$ cat src/rtl/gc_pkg.sv
// rtl/gc_pkg.sv - shared state encoding and constants for the game clock scoreboard
package gc_pkg;

    typedef enum logic [2:0] {
        ST_IDLE,
        ST_RUN,
        ST_PAUSE,
        ST_PERIOD_END,
        ST_GAME_OVER
    } gc_state_t;

    localparam logic [5:0] SECS_PER_MIN = 6'd59;

    localparam logic [1:0] PTS_NONE  = 2'd0;
    localparam logic [1:0] PTS_ONE   = 2'd1;
    localparam logic [1:0] PTS_TWO   = 2'd2;
    localparam logic [1:0] PTS_THREE = 2'd3;

endpackage

$ cat src/rtl/game_clock_scoreboard_if.sv
// rtl/game_clock_scoreboard_if.sv - control pulses in, clock/score display values out
interface game_clock_scoreboard_if #(
  parameter int NUM_TEAMS = 2,
  parameter int SCORE_W   = 8
);
  logic                         start_stop;
  logic                         clear_game;
  logic                         score_strobe;
  logic [2:0]                   score_team;
  logic [1:0]                   score_pts;
  logic                         score_sub;
  logic [5:0]                   minutes;
  logic [5:0]                   seconds;
  logic [3:0]                   period;
  logic                         running;
  logic                         buzzer;
  logic                         game_over;
  logic [NUM_TEAMS*SCORE_W-1:0] scores;

  modport master (
    output start_stop, clear_game, score_strobe, score_team, score_pts, score_sub,
    input  minutes, seconds, period, running, buzzer, game_over, scores
  );

  modport slave (
    input  start_stop, clear_game, score_strobe, score_team, score_pts, score_sub,
    output minutes, seconds, period, running, buzzer, game_over, scores
  );
endinterface

$ cat src/rtl/game_countdown_timer.sv
// rtl/game_countdown_timer.sv - one-second prescaler and mm:ss countdown with zero detect
module game_countdown_timer
  import gc_pkg::*;
#(
  parameter int TICKS_PER_SEC = 100_000_000,
  parameter int PERIOD_MIN    = 12
) (
  input  logic       clock,
  input  logic       reset,
  input  logic       run,
  input  logic       load,
  output logic [5:0] minutes,
  output logic [5:0] seconds,
  output logic       final_tick
);
  localparam int CNT_W = (TICKS_PER_SEC > 1) ? $clog2(TICKS_PER_SEC) : 1;

  logic [CNT_W-1:0] cnt_q;
  logic             tick;

  // When run is low the prescaler simply holds, so a resumed second keeps its remainder.
  assign tick       = run && (cnt_q == CNT_W'(TICKS_PER_SEC - 1));
  assign final_tick = tick && (minutes == 6'd0) && (seconds <= 6'd1);

  always_ff @(posedge clock or negedge reset) begin
    if (!reset) begin
      cnt_q   <= '0;
      minutes <= 6'(PERIOD_MIN);
      seconds <= '0;
    end else if (load) begin
      cnt_q   <= '0;
      minutes <= 6'(PERIOD_MIN);
      seconds <= '0;
    end else if (run) begin
      cnt_q <= tick ? '0 : cnt_q + 1'b1;
      if (tick) begin
        if (seconds != 6'd0) begin
          seconds <= seconds - 6'd1;
        end else if (minutes != 6'd0) begin
          seconds <= SECS_PER_MIN;
          minutes <= minutes - 6'd1;
        end
      end
    end
  end
endmodule

$ cat src/rtl/game_clock_scoreboard.sv
// rtl/game_clock_scoreboard.sv - game clock FSM with saturating per-team score bank
module game_clock_scoreboard
  import gc_pkg::*;
#(
  parameter int TICKS_PER_SEC = 100_000_000,
  parameter int NUM_TEAMS     = 2,
  parameter int SCORE_W       = 8,
  parameter int SCORE_MAX     = 199,
  parameter int PERIOD_MIN    = 12,
  parameter int NUM_PERIODS   = 4
) (
  input logic                    clock,
  input logic                    reset,
  game_clock_scoreboard_if.slave bus
);
  localparam logic [SCORE_W:0] MAX_W = (SCORE_W + 1)'(SCORE_MAX);

  gc_state_t  state_q, state_d;
  logic [3:0] period_q;
  logic       buzzer_q;
  logic       timer_load, period_inc, final_tick, run;
  logic [5:0] minutes, seconds;
  logic [NUM_TEAMS*SCORE_W-1:0] scores_flat;

  assign run = (state_q == ST_RUN);

  game_countdown_timer #(
    .TICKS_PER_SEC(TICKS_PER_SEC),
    .PERIOD_MIN   (PERIOD_MIN)
  ) u_timer (
    .clock     (clock),
    .reset     (reset),
    .run       (run),
    .load      (timer_load),
    .minutes   (minutes),
    .seconds   (seconds),
    .final_tick(final_tick)
  );

  always_comb begin
    state_d    = state_q;
    timer_load = 1'b0;
    period_inc = 1'b0;
    if (bus.clear_game) begin
      state_d    = ST_IDLE;
      timer_load = 1'b1;
    end else begin
      unique case (state_q)
        ST_IDLE:  if (bus.start_stop) state_d = ST_RUN;
        // The last tick of a period beats a coincident start_stop.
        ST_RUN: begin
          if (final_tick)
            state_d = (period_q < 4'(NUM_PERIODS)) ? ST_PERIOD_END : ST_GAME_OVER;
          else if (bus.start_stop)
            state_d = ST_PAUSE;
        end
        ST_PAUSE: if (bus.start_stop) state_d = ST_RUN;
        ST_PERIOD_END: begin
          if (bus.start_stop) begin
            state_d    = ST_PAUSE;
            timer_load = 1'b1;
            period_inc = 1'b1;
          end
        end
        ST_GAME_OVER: state_d = ST_GAME_OVER;
        default:      state_d = ST_IDLE;
      endcase
    end
  end

  always_ff @(posedge clock or negedge reset) begin
    if (!reset) begin
      state_q  <= ST_IDLE;
      period_q <= 4'd1;
      buzzer_q <= 1'b0;
    end else begin
      state_q  <= state_d;
      buzzer_q <= final_tick && !bus.clear_game;
      if (bus.clear_game)  period_q <= 4'd1;
      else if (period_inc) period_q <= period_q + 4'd1;
    end
  end

  for (genvar i = 0; i < NUM_TEAMS; i++) begin : g_team
    logic [SCORE_W-1:0] score_q;
    logic [SCORE_W:0]   wide, pts_w, sum;
    logic               hit;

    assign wide  = {1'b0, score_q};
    assign pts_w = (SCORE_W + 1)'(bus.score_pts);
    assign sum   = wide + pts_w;
    // Out-of-range team indices match no slot and are dropped naturally.
    assign hit   = bus.score_strobe && (bus.score_pts != PTS_NONE) &&
                   (bus.score_team == 3'(i)) && (state_q != ST_GAME_OVER);

    always_ff @(posedge clock or negedge reset) begin
      if (!reset) begin
        score_q <= '0;
      end else if (bus.clear_game) begin
        score_q <= '0;
      end else if (hit) begin
        if (bus.score_sub)
          score_q <= (wide < pts_w) ? '0 : SCORE_W'(wide - pts_w);
        else
          score_q <= (sum > MAX_W) ? SCORE_W'(SCORE_MAX) : sum[SCORE_W-1:0];
      end
    end

    assign scores_flat[i*SCORE_W +: SCORE_W] = score_q;
  end

  assign bus.minutes   = minutes;
  assign bus.seconds   = seconds;
  assign bus.period    = period_q;
  assign bus.running   = run;
  assign bus.buzzer    = buzzer_q;
  assign bus.game_over = (state_q == ST_GAME_OVER);
  assign bus.scores    = scores_flat;
endmodule

$ cat src/flat_wrapper.sv
// flat-port wrapper written by rule: the top's interface ports become plain ports
module game_clock_scoreboard_flat import gc_pkg::*;
#(
  parameter int TICKS_PER_SEC = 100_000_000,
  parameter int NUM_TEAMS     = 2,
  parameter int SCORE_W       = 8,
  parameter int SCORE_MAX     = 199,
  parameter int PERIOD_MIN    = 12,
  parameter int NUM_PERIODS   = 4
)
  (clock, reset, bus_start_stop, bus_clear_game, bus_score_strobe, bus_score_team, bus_score_pts, bus_score_sub, bus_minutes, bus_seconds, bus_period, bus_running, bus_buzzer, bus_game_over, bus_scores);
  game_clock_scoreboard_if #(.NUM_TEAMS(NUM_TEAMS), .SCORE_W(SCORE_W)) bus_i ();
  input logic clock;
  input logic reset;
  input wire logic [$bits(bus_i.start_stop)-1:0] bus_start_stop;
  input wire logic [$bits(bus_i.clear_game)-1:0] bus_clear_game;
  input wire logic [$bits(bus_i.score_strobe)-1:0] bus_score_strobe;
  input wire logic [$bits(bus_i.score_team)-1:0] bus_score_team;
  input wire logic [$bits(bus_i.score_pts)-1:0] bus_score_pts;
  input wire logic [$bits(bus_i.score_sub)-1:0] bus_score_sub;
  output wire logic [$bits(bus_i.minutes)-1:0] bus_minutes;
  output wire logic [$bits(bus_i.seconds)-1:0] bus_seconds;
  output wire logic [$bits(bus_i.period)-1:0] bus_period;
  output wire logic [$bits(bus_i.running)-1:0] bus_running;
  output wire logic [$bits(bus_i.buzzer)-1:0] bus_buzzer;
  output wire logic [$bits(bus_i.game_over)-1:0] bus_game_over;
  output wire logic [$bits(bus_i.scores)-1:0] bus_scores;
  assign bus_i.start_stop = bus_start_stop;
  assign bus_i.clear_game = bus_clear_game;
  assign bus_i.score_strobe = bus_score_strobe;
  assign bus_i.score_team = bus_score_team;
  assign bus_i.score_pts = bus_score_pts;
  assign bus_i.score_sub = bus_score_sub;
  assign bus_minutes = bus_i.minutes;
  assign bus_seconds = bus_i.seconds;
  assign bus_period = bus_i.period;
  assign bus_running = bus_i.running;
  assign bus_buzzer = bus_i.buzzer;
  assign bus_game_over = bus_i.game_over;
  assign bus_scores = bus_i.scores;
  game_clock_scoreboard #(.TICKS_PER_SEC(TICKS_PER_SEC), .NUM_TEAMS(NUM_TEAMS), .SCORE_W(SCORE_W), .SCORE_MAX(SCORE_MAX), .PERIOD_MIN(PERIOD_MIN), .NUM_PERIODS(NUM_PERIODS)) u_core (.clock(clock), .reset(reset), .bus(bus_i));
endmodule
$ cat config.mk
export PLATFORM = sky130hd
export DESIGN_NAME = game_clock_scoreboard_flat
export DESIGN_NICKNAME = d
export VERILOG_FILES = /design/src/rtl/gc_pkg.sv /design/src/rtl/game_clock_scoreboard_if.sv /design/src/rtl/game_countdown_timer.sv /design/src/rtl/game_clock_scoreboard.sv /design/src/flat_wrapper.sv
export SDC_FILE = /design/constraint.sdc
export NUM_CORES = 1
export LEC_CHECK = 0
export ABC_AREA = 1
export CORE_UTILIZATION = 45
export CTS_CLUSTER_DIAMETER = 150
export DETAILED_ROUTE_END_ITERATION = 6
export PLACE_DENSITY_LB_ADDON = 0.2
export SLEW_MARGIN = 10
export SYNTH_ARGS = -nofsm -noshare
export SYNTH_HDL_FRONTEND = slang
export SYNTH_SLANG_ARGS = --single-unit
$ cat constraint.sdc
create_clock -name clock -period 2.4 [get_ports clock]
set_input_delay 0.48 -clock clock [delete_from_list [all_inputs] [get_ports clock]]
set_output_delay 0.48 -clock clock [all_outputs]
set_load 0.05 [all_outputs]
======== After elaboration in Yosys (flattened, before gate mapping) ========
Cells that the tools add are included.
word-level totals
  bits in registers ....................... 63
  bits of input ports ..................... 11
  output and inout bits ................... 35
  word-level logic and storage cells ...... 92
cells by class
  add/sub/neg operators ................... 8
  order comparisons ....................... 6
  eq/ne operators ......................... 9
  mux-type cells .......................... 35
  reductions and logical operators ........ 26
operators with widths
  cell                     number
  $mux W27                 3
  $mux W8                  10
  $mux W6                  10
  $add A27 B1 Y27 const B  1
  $eq A27 B27 Y1 const B   1
  $add A8 B2 Y9            2
  $gt A9 B8 Y1 const B     2
  $lt A8 B2 Y1             2
  $sub A8 B2 Y8            2
  $mux W3                  5
  $reduce_bool A2 Y1       7
  $pmux W3 S4              1
  $reduce_bool A6 Y1       2
  $sub A6 B1 Y6 const B    2
  $logic_and A1 B1 Y1      9
  $mux W4                  2
  $eq A3 B1 Y1 const B     2
  $eq A3 B2 Y1 const B     2
  $le A6 B1 Y1 const B     1
  $logic_not A3 Y1         2
  $logic_not A6 Y1         1
  $add A4 B1 Y4 const B    1
  $lt A4 B3 Y1 const B     1
  $mux W1                  4
  9 further kinds          9

======== Depth between registers and ports, before layout ========
  word-level depth ........................ 7
  mapped depth ............................ 14
  depth with buffers taken out ............ 14

======== Cells and area by module ========
Synthesis repeated with hierarchy kept, for this count alone.
second synthesis, totals
  cell total of the unflattened synthesis .. 698
  area, all modules ....................... 4,688.2 µm²
modules (own cells, without submodules)
  module                 times used  cells an instance  area each (µm²)  seq. area each (µm²)
  game_countdown_timer   1           373                2,541.2          978.4
  game_clock_scoreboard  1           325                2,147.1          601.8

======== Worst setup path before layout ========
OpenSTA, ideal clock, no wires.
  kind .................................... register to register
  start ................................... register u_core.g_team[1].score_q[0]
  end ..................................... register u_core.g_team[1].score_q[3]
  library setup time ...................... 0.118 ns
  arrival time ............................ 2.090 ns
  data required time ...................... 2.282 ns
  slack ................................... 0.192 ns
  stages on the path, launching flop included .. 11
  buffers on the path ..................... 0
  clock period less this slack ............ 2.208 ns
  path through ............................ dfrtp_1 -> inv_1 -> ha_1 -> inv_1 -> fa_1 -> nor2_1 -> nand4_1 -> o21ai_0 -> nor3b_1 -> nand2_1 -> nand2_1
between the ends
  word-level cells in the longest chain between the ends .. 6
  elaborated cells between the ends (all ways) .. 9
  classes of those cells .................. add/sub: 2; order compare: 2; mux: 5
RTL lines
  what                      RTL line                      source
  start: declaration        game_clock_scoreboard.sv:85   logic [SCORE_W-1:0] score_q;
  start signal: assignment  game_clock_scoreboard.sv:103  score_q <= (wide < pts_w) ? '0 : SCORE_W'(wide - pts_w);
  start signal: assignment  game_clock_scoreboard.sv:105  score_q <= (sum > MAX_W) ? SCORE_W'(SCORE_MAX) : sum[SCORE_W-1:0];
  $add A8 B2 Y9             game_clock_scoreboard.sv:91   assign sum = wide + pts_w;
  $gt A9 B8 Y1              game_clock_scoreboard.sv:105
  $mux W8                   game_clock_scoreboard.sv:105
  $mux W8 (*)               game_clock_scoreboard.sv:102  if (bus.score_sub)
  $mux W8 (*)               game_clock_scoreboard.sv:101  end else if (hit) begin
  $mux W8 (*)               game_clock_scoreboard.sv:99   end else if (bus.clear_game) begin
Every way passes the cells marked *; elsewhere a longest branch is shown, timed or not. The select of a mux whose other input is x is not followed.
A chain may end at the register's enable or synchronous reset.

======== Worst setup path in the final report ========
  start ................................... register u_core.u_timer.minutes[2]
  end ..................................... output port bus_minutes[2]
RTL lines
  what                      RTL line                    source
  start: declaration        game_countdown_timer.sv:12  output logic [5:0] minutes,
  start signal: assignment  game_countdown_timer.sv:28  minutes <= 6'(PERIOD_MIN);
  start signal: assignment  game_countdown_timer.sv:32  minutes <= 6'(PERIOD_MIN);
  start signal: assignment  game_countdown_timer.sv:41  minutes <= minutes - 6'd1;
  end: declaration          flat_wrapper.sv:21          output wire logic [$bits(bus_i.minutes)-1:0] bus_minutes;
No word-level cell between the ends.

==> metrics.yaml <==
status: "finished clean"
vias_per_cell: 5.16
critPathKind: "reg2out"
dp.cells: 872
first_pass_iters: 5
grt_max_degree: 46
fin_crit_sh_pct: 92.6
avgSynthCellArea_um2: 6.88
chipWidth_um: 104
grt_pass1_vias: 4320
synth-seq-area-share_pct: 33.8
stdcell_count: 888
critPathTopFamily: "buffers and inverters"
busiest_layer: "met2"
cts_tree: "done"
fmax_mhz: 450
initial_core_util_pct: 47.2
slew_violations: 0
worstMarginPinSlew_ns: 0.541
cts_buffers: 9
holdBufCountCts: 0
syn_to_final_growth_pct: 21.2
grt-ovfl-total: 0
yosys.area.top_type: "dfrtp_1"
skew_ns: 0.0107
row_count: 36
async_reset_ff_share_pct: 100
reg2reg_slack_ns: 0.31
arrival_ns: 1.74
post-route-drc-count: 0
reg2reg_from: "u_core.g_team[0].score_q[0]$_DFFE_PN0P_"
max_cap_viol_count: 0
hold_viol: 0
grt_use_met2_pct: 36.3
drive_gt1_share_pct: 11.7
postCtsSetupRepairBufs: 0
die_area_mm2: 0.0108
diodes: 0
die_h_um: 104
gp_congestion: 0.903
relSlewSlack_pct: 63.8
finalWirelength_um: 11300
h-tree-depth: 3
synthFlopType: "dfrtp_1"
synth.distinct_cells: 38
cp_max_fo: 6
yosys_warnings: 0
hp-class: "in2async"
drt_iter0_drc: 296
peakVddDrop_mv: 0.704
setup_violations: 0
core_area_mm2: 0.00991
track_usage_pct: 22.0
required_ns: 1.92
clk_pin_slew_ns: 0.07
port_buffers: 45
dp_hpwl_um: 8580
cts_resized: 0
r2r_cells: 14
synth-edff-count: 0
critPathSlowestCell: "clkdlybuf4s50_1"
met3_usage_pct: 3.01
synth_top_cell_area_share_pct: 32.1
reg2reg_to: "u_core.g_team[0].score_q[5]$_DFFE_PN0P_"
cp-end-kind: "primary output"
nets: 779
use_met1_pct: 29.5
cts.root.buffer_cell: "clkbuf_8"
start_kind: "flop"
clk_latency_ns: 0.33
min_period_ns: 2.22
grt_setup_unrepaired: "false"
vias: 4581
syn_nets: 709
p_leak_nw: 2.77
dpl_worst_slack_ns: -0.271
post_drt_wl_per_cell_um: 12.7
yosysMostFrequentCell: "nand2_1"
boundaryPins: 46
grt_pass1_wl_um: 19800
cp.buffers_inverters: 1
cts.path.max_buffers: 2
netlist_area_mm2: 0.00468
syn_inst: 680
antenna_found_initial: 0
ant_nets: 0
critPathMaxStageDelay_ns: 0.82
synth_common_cells: "nand2_1 (189), nor2_1 (87), inv_1 (83)"
power_density_mw_per_mm2: 671
cts.sinks: 63
setup_ws_ns: 0.177
crit_chain: "clkdlybuf4s50_1"
synth.area.top_cells: "dfrtp_1 (32%), nand2_1 (15%), nor2_1 (7.0%)"
synth-seq-cells: 63
worst max-delay path by stage:
| stage | startpoint | end | slack, ns | depth (start not counted) |
|---|---|---|---|---|
| 3_3_place_gp | bus_score_pts[0] | u_core.g_team[0].score_q[5]$_DFFE_PN0P_ | -0.21 | 14 |
| 4_1_cts | u_core.state_q[0]$_DFFE_PN0P_ | bus_game_over | 0.003 | 4 |
| 3_5_place_dp | bus_score_pts[0] | u_core.g_team[1].score_q[4]$_DFFE_PN0P_ | -0.27 | 13 |
| 5_1_grt | bus_score_pts[1] | u_core.g_team[0].score_q[5]$_DFFE_PN0P_ | 0.02 | 15 |
| 2_1_floorplan | u_core.g_team[1].score_q[0]$_DFFE_PN0P_ | u_core.g_team[1].score_q[3]$_DFFE_PN0P_ | 0.19 | 10 |
| 6_report | u_core.u_timer.minutes[2]$_DFFE_PN1P_ | bus_minutes[2] | 0.18 | 1 |
through the flow:
stage / setup TNS, ns / total power, mW / area, µm² / utilization (%) / hold slack [ns]
floorplan: 0 / 2.24 / 4680 / - / 0.184
global placement: -2.27 / 2.58 / 5400 / 54.5 / 0.455
detailed placement: -3.41 / 2.61 / 5400 / 54.5 / 0.459
CTS: 0 / 3.84 / 5660 / 57.1 / 0.0918
global route: 0 / 4.02 / 5670 / 57.2 / 0.123
finish: 0 / 3.80 / 5670 / 57.2 / 0.0967
per-layer routing:
layer  up-vias  part of all wire (%)
met1      2116                    46
li1       2323                     -
met2       126                    48
met3        16                   4.0
met5         -                     0
met4         0                   1.5
flip-flops by register name, summed over array words and instances, names as in the netlist:
name	cells
u_core.u_timer.cnt_q	27
u_core.g_team.score_q	16
u_core.u_timer.minutes	6
u_core.u_timer.seconds	6
u_core.bus.period	4
u_core.state_q	3
u_core.bus.buzzer	1
placed cells by master, fill, tap and decap left out, types with 3 or more instances in the layout:
cell type        synthesis  final
nand4_1                 16     16
bufinv_16                0      4
o21ai_1                  3      4
ha_1                    14     14
xor2_1                  14     14
dfrtp_1                 60     60
fa_1                     4      4
inv_1                   83     83
a31oi_1                  3      3
or2_2                    6      6
inv_2                    3      3
nand3_1                 59     59
clkdlybuf4s50_1          0     41
o21ai_0                 38     37
dfstp_2                  3      3
inv_4                    3      3
nand2_1                189    187
nor2_2                   4      4
o21ai_2                  5      5
nor3b_1                  4      4
clkbuf_8                 0      9
nor3_1                  12     12
nand2_8                  3      3
nor2_4                   4      4
nor2_1                  87     87
buf_4                    0     25
nand2_4                  3      3
nand2_2                  7      9
a21oi_1                 28     28
final cells by class:
cell class / instances / area [µm²]
Fill cell: 964 / 4240
Clock inverter: 6 / 133
Multi-Input combinational cell: 517 / 2670
Timing Repair Buffer: 70 / 648
Tap cell: 133 / 166
Inverter: 89 / 342
Clock buffer: 10 / 128
Sequential cell: 63 / 1580
cell families after synthesis:
logic type	share of synthesized area, %
AO/OA/AOI/OAI	9.55
XOR/XNOR	2.81
adder cells (fa/ha/maj)	5.46
buffers and inverters	9.20
flip-flops	33.8
multiplexers	0.214
AND/OR/NAND/NOR	39.0
where the power goes:
group	leakage (nW)	switching, mW	internal [mW]
Sequential	0.857	0.135	1.17
Combinational	1.79	0.826	0.454
Clock	0.126	0.419	0.794
Total	2.77	1.38	2.42
(Power assumes the default switching activity.)
